$ cat config.mk
export PLATFORM = sky130hd
export DESIGN_NAME = cache_fill_fsm
export DESIGN_NICKNAME = d
export VERILOG_FILES = /design/src/rtl/cache_fill_fsm.sv
export SDC_FILE = /design/constraint.sdc
export NUM_CORES = 1
export LEC_CHECK = 0
export ABC_AREA = 1
export ABC_CLOCK_PERIOD_IN_PS = 5350
export BUFFER_PORTS_ARGS = -buffer_cell sky130_fd_sc_hd__buf_2
export CAP_MARGIN = 10
export CORE_MARGIN = 2
export CORE_UTILIZATION = 30
export DETAILED_ROUTE_END_ITERATION = 10
export PLACE_DENSITY_LB_ADDON = 0.3
export SETUP_SLACK_MARGIN = 0.05
export SKIP_CTS_REPAIR_TIMING = 1
export SYNTH_ARGS = -nofsm -noshare
export SYNTH_HDL_FRONTEND = slang
export SYNTH_SLANG_ARGS = --single-unit
$ cat constraint.sdc
create_clock -name clk -period 5.35 [get_ports clk]
set_input_delay 1.07 -clock clk [delete_from_list [all_inputs] [get_ports clk]]
set_output_delay 1.07 -clock clk [all_outputs]
set_load 0.01 [all_outputs]
$ cat src/rtl/cache_fill_fsm.sv
// Cache line fill controller: on a miss, fetches the 8-word (16-byte) line and then pulses the tag-array write.
// Latency: a fill starts on the miss edge; each word needs 4 unstalled FILL cycles; the tag pulse follows the 8th word by one cycle.
// Backpressure: memBusy freezes the latency counter and blocks word acceptance; fsm_busy stalls the pipeline for the whole fill plus the tag cycle.

// Single storage bit with asynchronous active-low clear.
module dff (
    input  logic clk,
    input  logic rst_n,
    input  logic d_i,
    output logic q_o
);
    // Capture on the rising edge; reset clears without waiting for the clock.
    always_ff @(posedge clk or negedge rst_n) begin
        if (!rst_n) begin
            q_o <= 1'b0;
        end else begin
            q_o <= d_i;
        end
    end
endmodule

// Full adder cell used to build every incrementer in the block.
module one_bit_adder (
    input  logic a_i,
    input  logic b_i,
    input  logic cin_i,
    output logic sum_o,
    output logic cout_o
);
    assign sum_o  = a_i ^ b_i ^ cin_i;
    assign cout_o = (a_i & b_i) | (cin_i & (a_i ^ b_i));
endmodule

// W-bit register assembled from individual dff cells.
module dff_reg #(
    parameter int W = 1
) (
    input  logic         clk,
    input  logic         rst_n,
    input  logic [W-1:0] d_i,
    output logic [W-1:0] q_o
);
    for (genvar i = 0; i < W; i++) begin : g_bit
        dff u_dff (
            .clk   (clk),
            .rst_n (rst_n),
            .d_i   (d_i[i]),
            .q_o   (q_o[i])
        );
    end
endmodule

// W-bit ripple-carry adder chained from one_bit_adder cells.
module ripple_add #(
    parameter int W = 4
) (
    input  logic [W-1:0] a_i,
    input  logic [W-1:0] b_i,
    input  logic         cin_i,
    output logic [W-1:0] sum_o,
    output logic         cout_o
);
    logic [W:0] carry;

    assign carry[0] = cin_i;

    for (genvar i = 0; i < W; i++) begin : g_stage
        one_bit_adder u_fa (
            .a_i    (a_i[i]),
            .b_i    (b_i[i]),
            .cin_i  (carry[i]),
            .sum_o  (sum_o[i]),
            .cout_o (carry[i+1])
        );
    end

    assign cout_o = carry[W];
endmodule

module cache_fill_fsm (
    input  logic        clk,
    input  logic        rst_n,
    input  logic        miss_detected,
    input  logic [15:0] miss_address,
    input  logic        memory_data_valid,
    input  logic        memBusy,
    output logic        fsm_busy,
    output logic        write_data_array,
    output logic        write_tag_array,
    output logic [15:0] memory_address
);
    typedef enum logic {
        IDLE = 1'b0,
        FILL = 1'b1
    } state_e;

    state_e      state_q;
    state_e      state_d;
    logic        state_q_raw;

    logic [1:0]  lat_q;
    logic [1:0]  lat_d;
    logic [1:0]  lat_inc;
    logic        lat_cout;

    logic [2:0]  word_q;
    logic [2:0]  word_d;
    logic [2:0]  word_inc;
    logic        word_wrap;

    logic [15:0] addr_q;
    logic [15:0] addr_d;
    logic [15:0] addr_inc;
    logic        addr_cout;

    logic        tag_q;
    logic        tag_d;
    logic        accept;

    // Carry-outs of the latency and address chains are intentionally dropped (both wrap).
    logic        unused_carries;
    assign unused_carries = &{1'b0, lat_cout, addr_cout};

    // State and datapath registers, all built from dff cells.
    dff_reg #(.W(1)) u_state_reg (
        .clk   (clk),
        .rst_n (rst_n),
        .d_i   (state_d),
        .q_o   (state_q_raw)
    );
    assign state_q = state_e'(state_q_raw);

    dff_reg #(.W(2)) u_lat_reg (
        .clk   (clk),
        .rst_n (rst_n),
        .d_i   (lat_d),
        .q_o   (lat_q)
    );

    dff_reg #(.W(3)) u_word_reg (
        .clk   (clk),
        .rst_n (rst_n),
        .d_i   (word_d),
        .q_o   (word_q)
    );

    dff_reg #(.W(16)) u_addr_reg (
        .clk   (clk),
        .rst_n (rst_n),
        .d_i   (addr_d),
        .q_o   (addr_q)
    );

    dff_reg #(.W(1)) u_tag_reg (
        .clk   (clk),
        .rst_n (rst_n),
        .d_i   (tag_d),
        .q_o   (tag_q)
    );

    // Incrementers: latency +1, word +1 (its carry marks the 8th word), address +2.
    ripple_add #(.W(2)) u_lat_inc (
        .a_i    (lat_q),
        .b_i    (2'b00),
        .cin_i  (1'b1),
        .sum_o  (lat_inc),
        .cout_o (lat_cout)
    );

    ripple_add #(.W(3)) u_word_inc (
        .a_i    (word_q),
        .b_i    (3'b000),
        .cin_i  (1'b1),
        .sum_o  (word_inc),
        .cout_o (word_wrap)
    );

    ripple_add #(.W(16)) u_addr_inc (
        .a_i    (addr_q),
        .b_i    (16'h0002),
        .cin_i  (1'b0),
        .sum_o  (addr_inc),
        .cout_o (addr_cout)
    );

    // Next-state logic: load on miss in IDLE, count latency and accept words in FILL.
    always_comb begin
        state_d = state_q;
        lat_d   = lat_q;
        word_d  = word_q;
        addr_d  = addr_q;
        tag_d   = 1'b0;
        accept  = 1'b0;
        case (state_q)
            IDLE: begin
                if (miss_detected) begin
                    state_d = FILL;
                    addr_d  = miss_address & 16'hFFF0;
                    lat_d   = 2'b00;
                    word_d  = 3'b000;
                end
            end
            FILL: begin
                // A word is only taken on the last latency slot; without valid the slot is lost.
                accept = (lat_q == 2'b11) && memory_data_valid && !memBusy;
                if (!memBusy) begin
                    lat_d = lat_inc;
                end
                if (accept) begin
                    addr_d = addr_inc;
                    word_d = word_inc;
                    if (word_wrap) begin
                        state_d = IDLE;
                        tag_d   = 1'b1;
                    end
                end
            end
            default: begin
                state_d = IDLE;
            end
        endcase
    end

    assign write_data_array = (state_q == FILL);
    assign write_tag_array  = tag_q;
    assign fsm_busy         = write_data_array | write_tag_array;
    assign memory_address   = addr_q;

endmodule

# ---- Word-level counts from Yosys, hierarchy flattened
# Index checks and enable logic that the tools add are counted.
dict set report word_totals {
  ff_bits 23
  inputBits 21
  output_inout_bits 19
  elab_cells 86
}
dict set report op_classes {
  eq_ne 4
  mux 16
  bitwise_logic 37
  n_reduce_logical 6
}
# op n
set ops {}
lappend ops {{$mux 16} 2}
lappend ops {{$pmux 16 s2} 1}
lappend ops {{$xor 1x1->1} 17}
lappend ops {{$and 1x1->1} 15}
lappend ops {{$mux 1} 6}
lappend ops {{$mux 3} 2}
lappend ops {{$ne 2x2->1 const B} 3}
lappend ops {{$pmux 3 s2} 1}
lappend ops {{$reduce_and 2->1} 3}
lappend ops {{$mux 2} 2}
lappend ops {{$not 1->1} 4}
lappend ops {{$pmux 2 s2} 1}
lappend ops {{$eq 2x2->1 const B} 1}
lappend ops {{$logic_and 1x1->1} 2}
lappend ops {{$pmux 1 s2} 1}
lappend ops {{$logic_not 1->1} 1}
lappend ops {{$or 1x1->1} 1}

# ---- Logic depth before layout (Yosys ltp)
# Gate-level depths: netlist (run 1).
dict set report depth {
  word_depth 16
  ltp_mapped 19
  depth_no_buf 19
}

# ---- Cells and area by module
# Synthesis (run 1) repeated with hierarchy kept, for this count alone.
dict set report unflattened {
  cells_unflattened 206
  area_unflattened_um2 1742.9
}
# mod instances cells_per_inst area_per_inst_um2
set modules_own_cells {}
lappend modules_own_cells {cache_fill_fsm 1 162 747.0}
lappend modules_own_cells {dff 23 1 25.0}
lappend modules_own_cells {one_bit_adder 21 1 20.0}

# ---- Least setup slack after synthesis (run 1)
# Ideal clock, no wire load.
dict set report synth_path {
  path_kind {flip-flop to flip-flop}
  from {register u_addr_reg.g_bit[2].u_dff.q_o}
  to {register u_addr_reg.g_bit[14].u_dff.q_o}
  setup_ns 0.116
  arrival_time_ns 3.005
  required_ns 5.234
  setup_slack_ns 2.229
  stages_incl_launch_ff 18
  path_buffers 0
  synth_period_minus_slack_ns 3.121
  cell_sequence {dfrtp_1 ha_1 ha_1 ha_1 ha_1 ha_1 ha_1 ha_1 ha_1 ha_1 ha_1 ha_1 ha_1 ha_1 nand2_1 nand2_1 nand2_1 nand2_1}
}
dict set report synth_via {
  elab_chain_cells 15
}
# element line
set synth_rtl {}
lappend synth_rtl {{from (decl)} 10} ;# output logic q_o
lappend synth_rtl {{from (signal assigned)} 17} ;# q_o <= d_i;
lappend synth_rtl {{$and 1x1->1 (12 in series)} 31} ;# assign cout_o = (a_i & b_i) | (cin_i & (a_i ^ b_i));
lappend synth_rtl {{$xor 1x1->1} 30} ;# assign sum_o = a_i ^ b_i ^ cin_i;
lappend synth_rtl {{$mux 16} 209} ;# if (accept) begin
lappend synth_rtl {{$pmux 16 s2} 194} ;# case (state_q)
lappend synth_rtl {{to (signal assigned)} 17}
lappend synth_rtl {{to (decl)} 10}
# No other way between the ends. The select of a mux whose other input is x is not followed.
# A chain may end at the register's enable or synchronous reset.

# ---- Worst setup path in the final report (run 1)
dict set report layout_path {
  from {register u_addr_reg.g_bit[2].u_dff.q_o}
  to {register u_addr_reg.g_bit[15].u_dff.q_o}
}
dict set report layout_via {
  elab_chain_cells 16
}
# element line
set layout_rtl {}
lappend layout_rtl {{$and 1x1->1 (13 in series)} 31}
lappend layout_rtl {{$xor 1x1->1} 30}
lappend layout_rtl {{$mux 16} 209}
lappend layout_rtl {{$pmux 16 s2} 194}
lappend layout_rtl {{to (signal assigned)} 17}
lappend layout_rtl {{to (decl)} 10}
# No other way between the ends. The select of a mux whose other input is x is not followed.

==> results of run 1 <==
==> layout make-up <==
type	instances	share of cell area [%]
well taps	54	4.394
flip-flops and latches	22	35.80
repair buffers	34	11.07
inverters	8	2.278
clock buffers	3	2.685
multi-input cells	123	43.78
==> synth_stat cells <==
master / instances
ha_1: 16
nor2_2: 1
nor2_8: 2
buf_8: 1
conb_1: 1
inv_1: 6
nand3_1: 3
a21oi_1: 3
buf_6: 2
or2_2: 1
o21ai_0: 1
dfrtp_1: 22
nand2_1: 88
inv_4: 2
nand2_4: 2
buf_2: 2
nor2_1: 3
buf_4: 16
nor2_4: 1
nand2_2: 1
==> kinds of logic after synthesis <==
kind of cell,synth area share (%)
simple gates,31.49
buf+inv,14.21
flops,38.60
fa+ha+maj,14.03
compound gates,1.403
other cells,0.2629
==> worst max-delay path: stages, from the launching register on <==
cell and delay, ns:
dfrtp_1 0.40, ha_1 0.21, ha_1 0.19, ha_1 0.20
ha_1 0.21, ha_1 0.20, ha_1 0.20, ha_1 0.19
ha_1 0.18, ha_1 0.18, ha_1 0.18, ha_1 0.18
ha_1 0.19, ha_1 0.20, inv_1 0.05, nand2_1 0.04
nand3_1 0.05, nand2_1 0.07, nand2_1 0.05, nand2_1 0.05
==> metrics by stage <==
stage	util, %	setup WS [ns]	hold slack [ns]
after floorplan	-	2.229	0.4473
after global placement	32.11	2.029	0.4625
after detailed placement	32.11	1.995	0.4715
after CTS	32.99	1.975	0.4828
after global routing	32.99	1.800	0.4945
final	32.99	2.005	0.4768
==> placed cells by master (no fill, tap or decap) <==
cell type,n
a21oi_1,3
buf_2,34
clkbuf_8,3
conb_1,1
dfrtp_1,22
ha_1,16
inv_1,6
inv_4,2
nand2_1,88
nand2_2,1
nand2_4,2
nand3_1,3
nor2_1,3
nor2_2,1
nor2_4,1
nor2_8,2
o21ai_0,1
or2_2,1
==> path summary, 6_finish.rpt <==
path	slack, ns	from	end
setup / recovery	2.00	u_addr_reg.g_bit[2].u_dff.q_o$_DFFE_PN0P_	u_addr_reg.g_bit[15].u_dff.q_o$_DFFE_PN0P_
hold / removal	0.48	u_word_reg.g_bit[0].u_dff.q_o$_DFFE_PN0P_	u_word_reg.g_bit[0].u_dff.q_o$_DFFE_PN0P_
setup reg to reg	2.00	u_addr_reg.g_bit[2].u_dff.q_o$_DFFE_PN0P_	u_addr_reg.g_bit[15].u_dff.q_o$_DFFE_PN0P_
hold reg to reg	0.48	u_word_reg.g_bit[0].u_dff.q_o$_DFFE_PN0P_	u_word_reg.g_bit[0].u_dff.q_o$_DFFE_PN0P_
max in group asynchronous	4.22	rst_n	u_word_reg.g_bit[0].u_dff.q_o$_DFFE_PN0P_
min in group asynchronous	0.78	rst_n	u_addr_reg.g_bit[13].u_dff.q_o$_DFFE_PN0P_
==> metal layers <==
metal | routed length, um | vias up
met1 | 1342 | 454
li1 | - | 549
met2 | 1186 | 37
met5 | 0 | -
met3 | 171 | 2
met4 | 17 | 0
==> state kept, by name, summed over array words and instances, names as in the netlist <==
register,count
u_tag_reg.g_bit.u_dff.q_o,1
u_word_reg.g_bit.u_dff.q_o,3
u_state_reg.g_bit.u_dff.q_o,1
u_lat_reg.g_bit.u_dff.q_o,2
u_addr_reg.g_bit.u_dff.q_o,15
==> power breakdown <==
part           leakage (nW)  switching [mW]  internal (mW)
registers             0.276          0.0532          0.234
clock network        0.0216          0.0497         0.0501
logic                 0.639           0.138          0.111
==> results.tsv, run 1 <==
stage	metric	value	unit
status	outcome	finished, final reports clean	
power	Tot Pwr	635.1	uW
logic_synthesis	Yosys warning total	0	
setup_path	critical path type	register to register	
timing	actual slew at the worst max-slew pin	0.7282	ns
power	Pwr per Cell Area	413.0	nW/um^2
setup_path	CP arrival	3.49	ns
detailed_routing	WL final	2717	um
setup_path	Req. time, crit path	5.50	ns
global_routing	met2 GRT Util	18.99	%
cts	total CTS buffers	3	
global_routing	Top Usage Layer GRT	met2	
cts	Worst-Skew Late Latency	0.25	ns
worst_hold_path	worst hold path type	register to register	
floorplan	Initial Utilization	30.60	%
placed_design	Port Buffers	34	
logic_synthesis	Mapped Area	1426	um^2
final_layout	post-route insts no fill	244	
timing	final setup fails	0	
cts	maximum clock path buffer count	2	
timing	Period Utilization, post-route	62.53	%
detailed_routing	Final ANT Viol Nets	0	
timing	final hold viol count	0	
final_layout	layout cell share with drive strength beyond 1	24.74	%
final_layout	Syn-to-layout area delta	7.807	%
cts	TritonCTS clock tree	yes	
cts	# H-tree levels	1	
setup_path	critical path endpoint category	register	
final_layout	Post-layout nets	229	
timing	Fmax achieved	298.9	MHz
detailed_routing	DRC violations left	0	
timing	max-slew violations	0	
power	peak supply drop	0.1647	mV
global_routing	met1 Use GR	14.91	%
global_routing	largest net degree at the start of global routing	23	
setup_path	CP Launch Type	register	
global_routing	first-pass GRT wire length	4692	um
floorplan	die area	5322	um^2
final_layout	register area	550.5	um^2
setup_path	Critical Path Fanout Max	3	
placed_design	DP HPWL	1958	um
detailed_routing	vias	1042	
placed_design	Placer Congestion	0.7512	
logic_synthesis	largest cells by area after synthesis	dfrtp_1, nand2_1, ha_1	
logic_synthesis	Synth area leader	dfrtp_1	
timing	slew margin rel.	51.45	%
detailed_routing	Initial DRC Count	53	
global_routing	vias in the first global route	1059	
timing	minimum clock period	3.345	ns
logic_synthesis	distinct cell type count after synthesis	20	
timing	RSZ-0062 raised after global routing	no	
logic_synthesis	Avg Cell Area, Syn	8.198	um^2
logic_synthesis	post-synthesis instance total	174	
global_routing	global-route met3 utilization	3.729	%
detailed_routing	Via density	4.270	
floorplan	# IOs	40	
global_routing	initial antenna violation count	0	
placed_design	DP Cell Count	241	
final_layout	Antenna diodes	0	
final_layout	area of the multi-input gates	673.1	um^2
cts	Clk pin slew, worst setup/hold paths	0.07	ns
timing	Clock Skews	0.002028	ns
final_layout	fillers	498	
flow_run	max_cap viols	0	
timing	setup TNS	0	ns
detailed_routing	Avg WL per Cell	11.14	um
global_routing	grt ovf	0	
placed_design	DP Area	1496	um^2
logic_synthesis	syn nets	211	
final_layout	final instance area	1538	um^2
logic_synthesis	number of synthesized register bits	22	
global_routing	GRT Total Usage	11.48	%
floorplan	Std-Cell Rows	25	
logic_synthesis	sequential share of the synthesized area	38.60	%
cts	Root Buffer	clkbuf_8	
floorplan	die span in x	72.96	um
cts	Clock Sink Count	22	
logic_synthesis	post-synth top area share	38.60	%
floorplan	die height	72.96	um
floorplan	Core Area	4661	um^2
power	Lkg Pwr	0.9369	nW
worst_hold_path	hold path cells	1	
detailed_routing	TritonRoute pass-1 iters	4	
setup_path	number of cells on the worst reg-to-reg path	19	
No activity file was read; power rests on OpenSTA's default activity.
==> run 2, diff against run 1 <==
--- a/config.mk
+++ b/config.mk
@@ -6,7 +6,7 @@
 export NUM_CORES = 1
 export LEC_CHECK = 0
 export ABC_AREA = 1
-export ABC_CLOCK_PERIOD_IN_PS = 5350
+export ABC_CLOCK_PERIOD_IN_PS = 2900
 export BUFFER_PORTS_ARGS = -buffer_cell sky130_fd_sc_hd__buf_2
 export CAP_MARGIN = 10
 export CORE_MARGIN = 2
==> constraint.sdc (replaced) <==
create_clock -name clk -period 2.9 [get_ports clk]
set_input_delay 0.58 -clock clk [delete_from_list [all_inputs] [get_ports clk]]
set_output_delay 0.58 -clock clk [all_outputs]
set_load 0.01 [all_outputs]
==> run 2 against run 1 <==
  * Sequential power increased by 97%
  * Core utilization is 3.9 points higher
  * Wire length up 4.1%
  * Worst hold slack worse by 0.19 ns
  * Total power up 100%
  * Combinational power grew 110%
  * Sequential cell count is the same
  * Die area stayed put
==> results.tsv, run 2 (synthesis results as in run 1) <==
stage	metric	value	unit	change
status	outcome	finished, final reports clean		unchanged
global_routing	grt ovf	0		unchanged
detailed_routing	M1 wire length	1379	um	was 1342 um
detailed_routing	WL final	2828	um	was 2717 um
floorplan	die span in x	72.96	um	unchanged
setup_path	R2R setup slack	0.06	ns	was 2.00 ns
timing	final hold viol count	0		unchanged
setup_path	CP Launch Type	register		unchanged
setup_path	number of cells on the worst reg-to-reg path	19		unchanged
timing	Hold WS	0.2910	ns	was 0.4768 ns
timing	actual slew at the worst max-slew pin	0.7425	ns	was 0.7282 ns
setup_path	critical path depth	19		unchanged
setup_path	Critical Path End	u_addr_reg.g_bit[15].u_dff.q_o$_DFFE_PN0P_		unchanged
placed_design	DP Cell Count	244		was 241
detailed_routing	TritonRoute pass-1 iters	4		unchanged
cts	Worst-Skew Late Latency	0.26	ns	was 0.25 ns
final_layout	layout cell share with drive strength beyond 1	33.51	%	was 24.74%
cts	Root Buffer	clkbuf_8		unchanged
detailed_routing	Avg WL per Cell	11.40	um	was 11.14 um
timing	RSZ-0062 raised after global routing	yes		was no
global_routing	vias in the first global route	1045		was 1,059
setup_path	Crit path max-delay family	adder cells		unchanged
flow_run	max_cap viols	0		unchanged
cts	maximum clock path buffer count	2		unchanged
cts	total CTS buffers	3		unchanged
detailed_routing	Initial DRC Count	42		was 53
setup_path	worst stage delay on the critical path	0.39	ns	was 0.40 ns
detailed_routing	Final ANT Viol Nets	0		unchanged
placed_design	DP HPWL	2008	um	was 1958 um
detailed_routing	DRC violations left	0		unchanged
detailed_routing	vias	1064		was 1,042
detailed_routing	Via density	4.290		was 4.270
setup_path	cell mode on critical path	ha_4		was ha_1
final_layout	most frequent cells in the layout	nand2_1, buf_2, dfrtp_1		unchanged
global_routing	GRT Total Usage	11.55	%	was 11.48%
setup_path	Critical Path Fanout Max	2		was 3
timing	minimum clock period	2.837	ns	was 3.345 ns
detailed_routing	top layer in use	met4		unchanged
placed_design	Placer Congestion	0.6958		was 0.7512
timing	setup TNS	0	ns	unchanged
timing	Clock Skews	0.001172	ns	was 0.002028 ns
final_layout	fillers	492		was 498
final_layout	max reg flops	15		unchanged
global_routing	largest net degree at the start of global routing	23		unchanged
global_routing	initial antenna violation count	0		unchanged
setup_path	CP arrival	2.99	ns	was 3.49 ns
power	peak supply drop	0.2314	mV	was 0.1647 mV
worst_hold_path	worst hold path type	primary input to asynchronous set/reset pin		was register to register
setup_path	worst r2r src	u_addr_reg.g_bit[2].u_dff.q_o$_DFFE_PN0P_		unchanged
cts	Clk pin slew, worst setup/hold paths	0.07	ns	about the same
global_routing	first-pass GRT wire length	4712	um	was 4692 um
setup_path	Req. time, crit path	3.05	ns	was 5.50 ns
setup_path	Buf/Inv on CP	1		unchanged
floorplan	# IOs	40		unchanged
floorplan	Initial Utilization	30.60	%	unchanged
final_layout	post-route insts no fill	248		was 244
final_layout	most common cell after layout, fill and taps aside	nand2_1		unchanged
timing	Fmax achieved	352.4	MHz	was 298.9 MHz
floorplan	Std-Cell Rows	25		unchanged
setup_path	critical-path cell with the highest stage delay	dfrtp_1		unchanged
final_layout	Post-layout nets	233		was 229
cts	TritonCTS clock tree	yes		unchanged
final_layout	Largest Register	u_addr_reg.g_bit.u_dff.q_o		unchanged
detailed_routing	met3 WL	140	um	was 171 um
placed_design	Place WS	-0.1032	ns	was 1.995 ns
floorplan	die height	72.96	um	unchanged
timing	Period Utilization, post-route	97.84	%	was 62.53%
setup_path	critical path endpoint category	register		unchanged
floorplan	Core Area	4661	um^2	unchanged
final_layout	Post-Route Utilization	36.91	%	was 32.99%
power	Lkg Pwr	0.9313	nW	was 0.9369 nW
setup_path	critical path type	register to register		unchanged
timing	fin worst setup slack	0.06251	ns	was 2.005 ns
timing	max-slew violations	0		unchanged
timing	final setup fails	0		unchanged
final_layout	Antenna diodes	0		unchanged
setup_path	crit path from	u_addr_reg.g_bit[2].u_dff.q_o$_DFFE_PN0P_		unchanged
setup_path	FF-to-FF End	u_addr_reg.g_bit[15].u_dff.q_o$_DFFE_PN0P_		unchanged
timing	slew margin rel.	50.50	%	was 51.45%
cts	# H-tree levels	1		unchanged
power	Pwr per Cell Area	741.5	nW/um^2	was 413.0 nW/um^2
setup_path	worst path cell trace	ha_2 -> ha_4 -> ha_4 -> ha_4 -> ha_4 -> ha_4 -> ha_4 -> ha_4 -> ha_4 -> ha_4 -> ha_4 -> ha_4 -> ha_4 -> inv_2 -> nand2_1 -> nand3_1 -> nand2_1 -> nand2_1 -> nand2_1		was ha_1 -> ha_1 -> ha_1 -> ha_1 -> ha_1 -> ha_1 -> ha_1 -> ha_1 -> ha_1 -> ha_1 -> ha_1 -> ha_1 -> ha_1 -> inv_1 -> nand2_1 -> nand3_1 -> nand2_1 -> nand2_1 -> nand2_1
detailed_routing	metal2 WL	1286	um	was 1186 um
placed_design	Port Buffers	34		unchanged
final_layout	Syn-to-layout area delta	20.61	%	was 7.807%
floorplan	die area	5322	um^2	unchanged
final_layout	top flop regs	u_addr_reg.g_bit.u_dff.q_o: 15 flops, u_word_reg.g_bit.u_dff.q_o: 3 flops, u_lat_reg.g_bit.u_dff.q_o: 2 flops		unchanged
cts	Clock Sink Count	22		unchanged
run 2: changes by cell type in the layout (fill, tap and decap cells not counted), sizes merged:
cell / before / now
buf: 34 / 38
run 2: power by group:
| part | total, mW | leakage [nW] | internal [mW] | switching, mW |
|---|---|---|---|---|
| registers | 0.565 | 0.276 | 0.431 | 0.135 |
| clock network | 0.185 | 0.0216 | 0.0925 | 0.0923 |
| logic | 0.525 | 0.634 | 0.257 | 0.269 |
run 2: worst min path at each step:
stage                                                      end                                       from  depth (start not counted)
detailed placement   u_word_reg.g_bit[1].u_dff.q_o$_DFFE_PN0P_  u_word_reg.g_bit[1].u_dff.q_o$_DFFE_PN0P_                          2
global route         u_addr_reg.g_bit[4].u_dff.q_o$_DFFE_PN0P_                                      rst_n                          1
finish              u_addr_reg.g_bit[14].u_dff.q_o$_DFFE_PN0P_                                      rst_n                          1
global placement     u_word_reg.g_bit[2].u_dff.q_o$_DFFE_PN0P_  u_word_reg.g_bit[2].u_dff.q_o$_DFFE_PN0P_                          2
CTS                  u_addr_reg.g_bit[4].u_dff.q_o$_DFFE_PN0P_                                      rst_n                          1
floorplan           u_addr_reg.g_bit[10].u_dff.q_o$_DFFE_PN0P_                                      rst_n                          0
run 2: stage by stage:
stage | power (mW) | cell area [um^2]
after global placement | 1.022 | 1549
after floorplan | 0.9753 | 1456
after CTS | 1.232 | 1590
final | 1.276 | 1720
after global routing | 1.432 | 1720
after detailed placement | 1.040 | 1549
run 2: routing by layer:
metal  track usage, %  vias to the layer above
met5                0                        -
met4            2.469                        0
met3            2.901                        2
met2            19.49                       28
met1            14.98                      472
li1                 -                      562
run 2: layout make-up:
cell class	count	area, um^2	share of cell area (%)
multi-input cells	123	825.8	48.00
flip-flops and latches	22	550.5	32.00
repair buffers	38	200.2	11.64
well taps	54	67.56	3.927
clock buffers	3	41.29	2.400
inverters	8	35.03	2.036
